[src/rtl/h_bridge_motion_sequencer.sv]
// H-bridge motion sequencer: accepts stop/forward/reverse commands, inserts a
// fixed dead time between motion states and refuses or aborts motion on obstacles.
module h_bridge_motion_sequencer #(
  parameter logic [3:0]  FORWARD_PATTERN = 4'b0110,
  parameter logic [3:0]  REVERSE_PATTERN = 4'b1001,
  parameter logic [15:0] DEAD_CYCLES     = 16'd50000
) (
  input  logic       clock,
  input  logic       reset,
  input  logic       cmd_valid,
  input  logic [1:0] cmd,
  output logic       cmd_ready,
  input  logic [7:0] sensIP,
  input  logic [1:0] sensIR_frontBack,
  output logic [3:0] movingDirection_finalDecision,
  output logic [1:0] isMoving_isItForward,
  output logic       blocked
);

  typedef enum logic [1:0] {STOP, FWD, REV, DEAD} stateT;

  localparam logic [15:0] LAST_COUNT = DEAD_CYCLES - 16'd1;

  stateT       state;
  stateT       target;
  logic [15:0] deadCount;
  logic [9:0]  sensMeta;
  logic [9:0]  sensSync;
  logic        frontObst;
  logic        backObst;
  logic        accept;

  // Sensor vector layout: [7:0] proximity, [8] IR front, [9] IR back.
  assign frontObst = (|sensSync[3:0]) | sensSync[8];
  assign backObst  = (|sensSync[7:4]) | sensSync[9];
  assign accept    = cmd_valid & cmd_ready;

  // NOTE: every variable assigned in always_comb gets a default first, so no latch can be inferred.
  always_comb begin
    cmd_ready = 1'b0;
    case (state)
      STOP:    cmd_ready = 1'b1;
      FWD:     cmd_ready = ~frontObst;
      REV:     cmd_ready = ~backObst;
      default: cmd_ready = 1'b0;
    endcase
  end

  always_comb begin
    movingDirection_finalDecision = 4'b0000;
    isMoving_isItForward          = 2'b00;
    case (state)
      FWD: begin
        movingDirection_finalDecision = FORWARD_PATTERN;
        isMoving_isItForward          = 2'b11;
      end
      REV: begin
        movingDirection_finalDecision = REVERSE_PATTERN;
        isMoving_isItForward          = 2'b01;
      end
      default: ;
    endcase
  end

  // NOTE: sequential state uses non-blocking assignments only, so every flop samples pre-edge values.
  always_ff @(posedge clock or posedge reset) begin
    if (reset) begin
      state     <= STOP;
      target    <= STOP;
      deadCount <= 16'd0;
      blocked   <= 1'b0;
      sensMeta  <= 10'd0;
      sensSync  <= 10'd0;
    end else begin
      sensMeta <= {sensIR_frontBack, sensIP};
      sensSync <= sensMeta;
      case (state)
        STOP: begin
          if (accept) begin
            case (cmd)
              2'b01: begin
                if (frontObst) blocked <= 1'b1;
                else begin
                  state   <= FWD;
                  blocked <= 1'b0;
                end
              end
              2'b10: begin
                if (backObst) blocked <= 1'b1;
                else begin
                  state   <= REV;
                  blocked <= 1'b0;
                end
              end
              default: blocked <= 1'b0;
            endcase
          end
        end
        FWD: begin
          if (frontObst) begin
            state     <= DEAD;
            target    <= STOP;
            deadCount <= 16'd0;
            blocked   <= 1'b1;
          end else if (accept) begin
            case (cmd)
              2'b01: blocked <= 1'b0;
              2'b10: begin
                state     <= DEAD;
                target    <= REV;
                deadCount <= 16'd0;
              end
              default: begin
                state     <= DEAD;
                target    <= STOP;
                deadCount <= 16'd0;
              end
            endcase
          end
        end
        REV: begin
          if (backObst) begin
            state     <= DEAD;
            target    <= STOP;
            deadCount <= 16'd0;
            blocked   <= 1'b1;
          end else if (accept) begin
            case (cmd)
              2'b10: blocked <= 1'b0;
              2'b01: begin
                state     <= DEAD;
                target    <= FWD;
                deadCount <= 16'd0;
              end
              default: begin
                state     <= DEAD;
                target    <= STOP;
                deadCount <= 16'd0;
              end
            endcase
          end
        end
        default: begin
          // Obstacles are only looked at on the exit edge, never to cut DEAD short.
          if (deadCount == LAST_COUNT) begin
            case (target)
              FWD: begin
                if (frontObst) begin
                  state   <= STOP;
                  blocked <= 1'b1;
                end else state <= FWD;
              end
              REV: begin
                if (backObst) begin
                  state   <= STOP;
                  blocked <= 1'b1;
                end else state <= REV;
              end
              default: state <= STOP;
            endcase
            target <= STOP;
          end else begin
            deadCount <= deadCount + 16'd1;
          end
        end
      endcase
    end
  end

endmodule

[config.mk]
export PLATFORM = sky130hd
export DESIGN_NAME = h_bridge_motion_sequencer
export DESIGN_NICKNAME = d
export VERILOG_FILES = /design/src/rtl/h_bridge_motion_sequencer.sv
export SDC_FILE = /design/constraint.sdc
export NUM_CORES = 1
export LEC_CHECK = 0
export CORE_MARGIN = 2
export CORE_UTILIZATION = 35
export DETAILED_ROUTE_END_ITERATION = 16
export PLACE_DENSITY_LB_ADDON = 0.3
export SLEW_MARGIN = 20
export SYNTH_ARGS = -nofsm -noshare
export SYNTH_HDL_FRONTEND = slang
export SYNTH_SLANG_ARGS = --single-unit
[constraint.sdc]
create_clock -name clock -period 2.49 [get_ports clock]
set_input_delay 0.498 -clock clock [delete_from_list [all_inputs] [get_ports clock]]
set_output_delay 0.498 -clock clock [all_outputs]
set_load 0.01 [all_outputs]
## After elaboration in Yosys (flattened, before gate mapping)

Cells that the tools add are included.

- Reduce and logical (&&, ||, !) cells: 10
- Bitwise operators: 6
- $add $sub $neg: 1
- Eq/ne operators: 20
- Muxes and demuxes: 49

Operators with widths:

| kind | count |
|---|---|
| $mux 16 | 7 |
| $pmux 16 s3 | 1 |
| $mux 2 | 16 |
| $pmux 2 s2 | 5 |
| $ne 3x3->1 const B | 6 |
| $reduce_and 9->1 | 2 |
| $add 16x1->16 const B | 1 |
| $eq 16x16->1 const B | 1 |
| $mux 1 | 13 |
| $pmux 2 s3 | 2 |
| $reduce_and 6->1 | 2 |
| $pmux 4 s2 | 1 |
| $reduce_or 4->1 | 2 |
| $eq 2x1->1 const B | 3 |
| $eq 2x2->1 const B | 3 |
| $ne 3x1->1 const B | 2 |
| $ne 3x2->1 const B | 2 |
| $pmux 1 s3 | 2 |
| $ne 5x2->1 const B | 1 |
| $ne 5x5->1 const B | 1 |
| $reduce_bool 5->1 | 1 |
| $pmux 1 s2 | 2 |
| $reduce_bool 4->1 | 1 |
| $not 1->1 | 3 |
| other kinds (5) | 6 |

- Flip-flop bits (word level): 41
- Output and inout bits: 8

## Depth between registers and ports, before layout

Gate-level depths: netlist of the first run.

- Depth after elaboration: 8
- Gate-level depth with buffers: 9

## Least setup slack after synthesis of the first run

No wires, ideal clock.

- Path kind: input port to flip-flop
- Start: input port cmd[1]
- End: register target[0]
- Arrival: 2,265 ps
- Data required time: 2,369 ps
- Slack: 105 ps
- Stages: 9
- Library setup time: 121 ps
- Cell sequence: inv_1 ha_1 or3b_2 a41oi_1 nand2_1 clkbuf_1 a31oi_1 nor2_1 a41o_1

- Word-level cells in the longest chain between the ends: 5
- Elaborated cells between the ends (all ways): 9

RTL lines:

| item | RTL line | text |
|---|---|---|
| start: declaration | 11 | `input logic [1:0] cmd,` |
| $eq 2x1->1 / $eq 2x2->1 (equally long branches) | 106, 128 |  |
| $pmux 2 s2 | 128 | `case (cmd)` |
| $mux 2 | 127 | `end else if (accept) begin` |
| $mux 2 | 122 | `if (backObst) begin` |
| $pmux 2 s3 | 77 | `case (state)` |
| end signal: assignment | 124 | `target <= STOP;` |
| end signal: assignment | 132 | `target <= FWD;` |
| end signal: assignment | 137 | `target <= STOP;` |
| end: declaration | 25 | `stateT target;` |

Parallel ways exist; a longest one is shown, timed or not. The select of a mux whose other input is x is not followed.
A chain may end at the register's enable or synchronous reset.

## Worst setup path in the final report of the first run

- Start: register state[0]
- End: output port cmd_ready

- Word-level cells in the longest chain between the ends: 2
- Elaborated cells between the ends (all ways): 4

RTL lines:

| item | RTL line | text |
|---|---|---|
| start: declaration | 24 | `stateT state;` |
| start signal: assignment | 68 | `state <= STOP;` |
| start signal: assignment | 84 | `state <= FWD;` |
| start signal: assignment | 91 | `state <= REV;` |
| $eq 2x2->1, or another cell as far along | 41 | `case (state)` |
| $pmux 1 s3 * | 41 |  |
| end: declaration | 12 | `output logic cmd_ready,` |

Every way passes the cells marked *; elsewhere a longest branch is shown, timed or not.

==> results of run 1 <==
[repair_timing]
action / in CTS / in global routing
hold endpoints to repair: 0 / 0
resized for setup: 3 / 11
buffers inserted: 1 / 1
pin swaps: 0 / 1
setup endpoints to repair: 15 / 17
[power by group through the flow]
| stage | sequential, mW | combinational, mW | clock (mW) |
|---|---|---|---|
| 2_1_floorplan | 0.804 | 0.782 | 0 |
| 3_3_place_gp | 0.814 | 1.21 | 0 |
| 3_5_place_dp | 0.817 | 1.21 | 0 |
| 4_1_cts | 0.798 | 1.24 | 0.485 |
| 5_1_grt | 0.818 | 1.43 | 0.520 |
| 6_report | 0.803 | 1.29 | 0.470 |
[layer usage]
| metal | track usage | part of all wire |
|---|---|---|
| met2 | 0.232 | 0.47 |
| met1 | 0.204 | 0.47 |
| met5 | 0 | 0 |
| met3 | 0.0333 | 0.043 |
| met4 | 0.0576 | 0.014 |
[cells by family (layout without fill, tap and decap cells)]
logic type | count (synthesis) | in the layout | synth area share
simple gates | 85 | 85 | 0.231
mux | 3 | 3 | 0.0200
fa+ha+maj | 9 | 9 | 0.0546
compound gates | 48 | 48 | 0.152
flops | 41 | 41 | 0.498
buf+inv | 21 | 62 | 0.0455
[layout make-up]
| type | count | area (um2) |
|---|---|---|
| Timing Repair Buffer | 44 | 397 |
| Clock buffer | 5 | 68.8 |
| Multi-Input combinational cell | 145 | 992 |
| Fill cell | 564 | 2970 |
| Clock inverter | 3 | 26.3 |
| Inverter | 10 | 37.5 |
| Sequential cell | 41 | 1030 |
| Tap cell | 72 | 90.1 |
[flip-flops by register name, indices dropped and copies added (netlist names)]
name and cells:
deadCount 16, sensMeta 10, sensSync 10, state 2
target 2, blocked 1
[Yosys cell counts, types with 2 or more instances]
master,number,area share
nor3_1,11,0.027
buf_2,3,0.0073
nand2_1,26,0.047
mux2_4,2,0.015
or3_1,3,0.0091
nor2_1,9,0.016
inv_1,10,0.018
a21oi_1,13,0.032
nand4_1,7,0.021
nand2b_1,2,0.0061
and4_1,2,0.0085
a221o_1,2,0.0097
nand3_1,3,0.0073
clkbuf_1,5,0.0091
ha_1,9,0.055
o21ai_0,15,0.036
o22ai_1,2,0.0061
buf_4,3,0.011
nand4b_1,2,0.0085
a41oi_1,2,0.0085
nor4_1,4,0.012
dfrtp_1,41,0.50
nor2b_1,4,0.012
and3_1,3,0.0091
[how the worst max path moves through the flow]
stage	cells past startpoint	slack (ns)	to	startpoint
floorplan	9	0.10	target[0]$_DFFE_PP0P_	cmd[1]
global placement	9	-0.34	deadCount[10]$_DFFE_PP0P_	cmd[1]
detailed placement	9	-0.36	target[0]$_DFFE_PP0P_	cmd[1]
CTS	6	0.009	cmd_ready	state[0]$_DFFE_PP0P_
global route	6	-0.004	cmd_ready	state[0]$_DFFE_PP0P_
finish	6	0.06	cmd_ready	state[0]$_DFFE_PP0P_
==> flow_metrics.env, run 1 <==
export IMPL_ctsHoldBuffers=0
export IMPL_clock_latency_ns=0.30
export IMPL_maxSlewHeadroom=0.664
export IMPL_worst_slack_ns=0.0642
export IMPL_dp_hpwl_um=3050
export IMPL_power_share_clock=0.184
export IMPL_fin_util=0.471
export IMPL_layout_nets=271
export IMPL_wirelength_um=4360
export IMPL_die_y_um=80.8
export IMPL_cpLargestDelayFamily="simple AND/OR/NAND/NOR gates"
export IMPL_yosysSeqAreaShare=0.498
export IMPL_switchingPower_mw=0.978
export IMPL_portBuffers=22
export IMPL_seqPwrFrac=0.313
export IMPL_hold_viol_final=0
export IMPL_tightest_slew_ns=0.504
export IMPL_critPathRequiredTime_ns=1.99
export IMPL_final_area_um2=2640
export IMPL_p_sw_frac=0.382
export IMPL_fin_crit_ns=2.43
export IMPL_cts_root_buf="clkbuf_8"
export IMPL_synth_warnings=0
export IMPL_layout_drive_gt1_share=0.185
export IMPL_fin_hold_ws_ns=0.354
export IMPL_place_inst=310
export IMPL_dieArea_um2=6520
export IMPL_path_class="reg -> out"
export IMPL_pin_count=23
export IMPL_hp_class="reg -> reg"
export IMPL_outcome="completed"
export IMPL_fp_dieW_um=80.8
export IMPL_layout_commonest_cell="dfrtp_1"
export IMPL_cts_tree="done"
export IMPL_ys_seq_elements=41
export IMPL_cp_arrival_ns=1.93
export IMPL_intPower_mw=1.58
export IMPL_endpoint_kind="primary output"
export IMPL_drc=0
export IMPL_min_path_cells=0
export IMPL_skew_ns=0.00650
export IMPL_synth_area_um2=2060
export IMPL_vias=1682
export IMPL_grt_pass1_vias=1643
export IMPL_pwr_share_comb=0.503
export IMPL_worst_path_buf_inv=2
export IMPL_tns_ns=0
export IMPL_h_tree_depth=2
export IMPL_drt_first_pass_iters=5
export IMPL_r2r_end="blocked$_DFFE_PP0P_"
export IMPL_syn_to_final_growth_pct=28.0
export IMPL_dpl_worst_slack_ns=-0.356
export IMPL_cts_max_path_buffers=2
export IMPL_synth_nets=231
export IMPL_startpoint_type="flip-flop"
export IMPL_path_cells="inv_1 -> ha_2 -> and3_4 -> or3_1 -> nor2b_1 -> dlygate4sd2_1"
export IMPL_min_from="sensMeta[8]$_DFF_PP0_"
export IMPL_drv_cap=0
export IMPL_grtUsageTotal=0.149
export IMPL_p_leak_nw=1.13
export IMPL_stdcell_count=320
export IMPL_grt_max_degree=42
export IMPL_r2r_start="deadCount[11]$_DFFE_PP0P_"
export IMPL_holdPathEnd="sensSync[8]$_DFF_PP0_"
export IMPL_antenna_left=0
export IMPL_yosysUniqueCellTypes=48
export IMPL_crit_fanout=3
export IMPL_ir_drop_v=0.000568
export IMPL_rows=27
export IMPL_synth_area_per_cell_um2=9.96
export IMPL_slew_violations=0
export IMPL_ys_flop_type="dfrtp_1"
export IMPL_antenna_cells=0
export IMPL_antenna_found_initial=0
export IMPL_final_cell_mix="dfrtp_1, nand2_1, clkdlybuf4s50_1, buf_4, a21oi_1"
export IMPL_reg2reg_slack_ns=0.14
export IMPL_numCtsBuffers=5
export IMPL_cpMaxStageDelayCell="dfrtp_1"
export IMPL_setup_viol=0
export IMPL_synthCells=207
export IMPL_path_clk_slew_ns=0.09
export IMPL_first_iter_violations=51
export IMPL_wl_per_cell_um=13.6
export IMPL_synthArstFlopShare=1.00
export IMPL_fmax_mhz=412
export IMPL_timing_final_crit_share=0.974
export IMPL_gr_total_overflow=0
export IMPL_power_density_nw_per_um2=971
export IMPL_grt_pass1_wl_um=7530
export IMPL_gp_congestion=0.881
export IMPL_clock_sinks=41
export IMPL_r2r_cells=5
export IMPL_dpl_cell_area_um2=2480
export IMPL_max_stage_delay_ns=0.39
export IMPL_initial_core_util=0.368
export IMPL_total_power_mw=2.56
export IMPL_viasPerCell=5.26
export IMPL_core_area_um2=5610
export IMPL_synth_edff_count=0
Note: power is estimated with default switching activity, not from simulation.
==> run 2, diff against run 1 <==
Settings changed: DONT_BUFFER_PORTS from default to 1, SKIP_LAST_GASP from default to 1.
==> flow_metrics.env, run 2 (synthesis gave the netlist of run 1 again) <==
export IMPL_drc=0
export IMPL_hp_class="in -> async"
export IMPL_post_cts_setup_buffers=0
export IMPL_slew_violations=0
export IMPL_outcome="completed"
export IMPL_r2r_cells=5
export IMPL_clock_sinks=41
export IMPL_antenna_found_initial=0
export IMPL_ir_drop_v=0.000580
export IMPL_cts_max_path_buffers=2
export IMPL_syn_to_final_growth_pct=11.5
export IMPL_grt_pass1_vias=1547
export IMPL_hold_viol_final=0
export IMPL_use_met3=0.0333
export IMPL_top_usage_layer="met2"
export IMPL_largest_reg_flops=16
export IMPL_fp_dieW_um=80.8
export IMPL_layout_nets=240
export IMPL_setup_viol=0
export IMPL_skew_ns=0.00970
export IMPL_grt_pass1_wl_um=7250
export IMPL_drv_cap=0
export IMPL_clock_latency_ns=0.30
export IMPL_gp_congestion=0.905
export IMPL_layout_commonest_cell="dfrtp_1"
export IMPL_tightest_slew_ns=0.522
export IMPL_timing_final_crit_share=0.926
export IMPL_crit_fanout=3
export IMPL_ctsHoldBuffers=0
export IMPL_viasPerCell=5.37
export IMPL_first_iter_violations=130
export IMPL_h_tree_depth=2
export IMPL_stdcell_count=289
export IMPL_worst_slack_ns=0.185
export IMPL_r2r_start="deadCount[11]$_DFFE_PP0P_"
export IMPL_pin_count=23
export IMPL_layout_drive_gt1_share=0.134
export IMPL_post_cts_resized=0
export IMPL_cts_root_buf="clkbuf_8"
export IMPL_endpoint_kind="flip-flop"
export IMPL_final_cell_mix="dfrtp_1, nand2_1, o21ai_0"
export IMPL_startpoint_type="flip-flop"
export IMPL_use_met1=0.202
export IMPL_top_regs="deadCount x16, sensMeta x10, sensSync x10"
export IMPL_place_inst=281
export IMPL_wirelength_um=4110
export IMPL_total_power_mw=2.26
export IMPL_rows=27
export IMPL_fmax_mhz=434
export IMPL_drt_first_pass_iters=4
export IMPL_fin_crit_ns=2.30
export IMPL_dieArea_um2=6520
export IMPL_dpl_worst_slack_ns=0.146
export IMPL_grtUsageTotal=0.145
export IMPL_reg2reg_slack_ns=0.19
export IMPL_path_class="reg -> reg"
export IMPL_cp_arrival_ns=2.49
export IMPL_tns_ns=0
export IMPL_gr_total_overflow=0
export IMPL_critPathRequiredTime_ns=2.68
export IMPL_p_leak_nw=0.994
export IMPL_core_area_um2=5610
export IMPL_path_clk_slew_ns=0.09
export IMPL_power_density_nw_per_um2=984
export IMPL_antenna_left=0
export IMPL_fin_hold_ws_ns=0.207
export IMPL_grtUsageMet2=0.218
export IMPL_top_register="deadCount"
export IMPL_initial_core_util=0.368
export IMPL_die_y_um=80.8
export IMPL_fin_util=0.410
export IMPL_nFillCells=566
export IMPL_dpl_cell_area_um2=2210
export IMPL_numCtsBuffers=5
export IMPL_antenna_cells=0
export IMPL_cts_tree="done"
export IMPL_final_area_um2=2300
export IMPL_rsz0062_at_grt="no"
export IMPL_wl_per_cell_um=14.2
export IMPL_dp_hpwl_um=2890
export IMPL_grt_max_degree=42
export IMPL_maxSlewHeadroom=0.652
export IMPL_vias=1553
export IMPL_portBuffers=0
export IMPL_r2r_end="blocked$_DFFE_PP0P_"
[run 2: cell types whose count changed in the layout (fill, tap and decap cells not counted), moves of 2 or more]
| cell | delta |
|---|---|
| o21ai_0 | +3 |
| clkdlybuf4s50_1 | -21 |
| o21ai_1 | -3 |
| buf_4 | -9 |
| inv_6 | -2 |
[run 2: how the worst max path moves through the flow]
| stage | cells after the start | start | slack [ns] | end |
|---|---|---|---|---|
| 4_1_cts | 5 | deadCount[11]$_DFFE_PP0P_ | 0.17 | blocked$_DFFE_PP0P_ |
| 2_1_floorplan | 9 | cmd[1] | 0.10 | target[0]$_DFFE_PP0P_ |
| 3_5_place_dp | 8 | cmd[1] | 0.15 | deadCount[10]$_DFFE_PP0P_ |
| 3_3_place_gp | 9 | cmd[1] | 0.16 | deadCount[2]$_DFFE_PP0P_ |
| 6_report | 5 | deadCount[11]$_DFFE_PP0P_ | 0.19 | blocked$_DFFE_PP0P_ |
| 5_1_grt | 8 | state[0]$_DFFE_PP0P_ | 0.02 | deadCount[2]$_DFFE_PP0P_ |
[run 2: critical path, cell delays in order, from the launching register on]
cell	delay, ns
dfrtp_1	0.38
or4b_1	0.51
or4_4	0.56
a22o_1	0.25
a211oi_2	0.15
mux2_2	0.35
[run 2: area by class of cell]
class	count	area, um2	area share
sequential	41	1030	0.446
multi-input combinational	145	942	0.410
timing repair buffer	13	110	0.0479
tap	72	90.1	0.0392
clock buffer	5	68.8	0.0299
inverter	10	37.5	0.0163
clock inverter	3	25.0	0.0109
[run 2: routing by layer]
layer  vias up  routed length (um)
li1        767                   -
met1       738                2030
met2        41                1780
met3         7                 212
met4         0                  80
met5         -                   0
[run 2: power by group]
group,internal (mW),switching [mW]
sequential,0.737,0.0664
clock,0.202,0.250
combinational,0.424,0.584
total,1.36,0.900
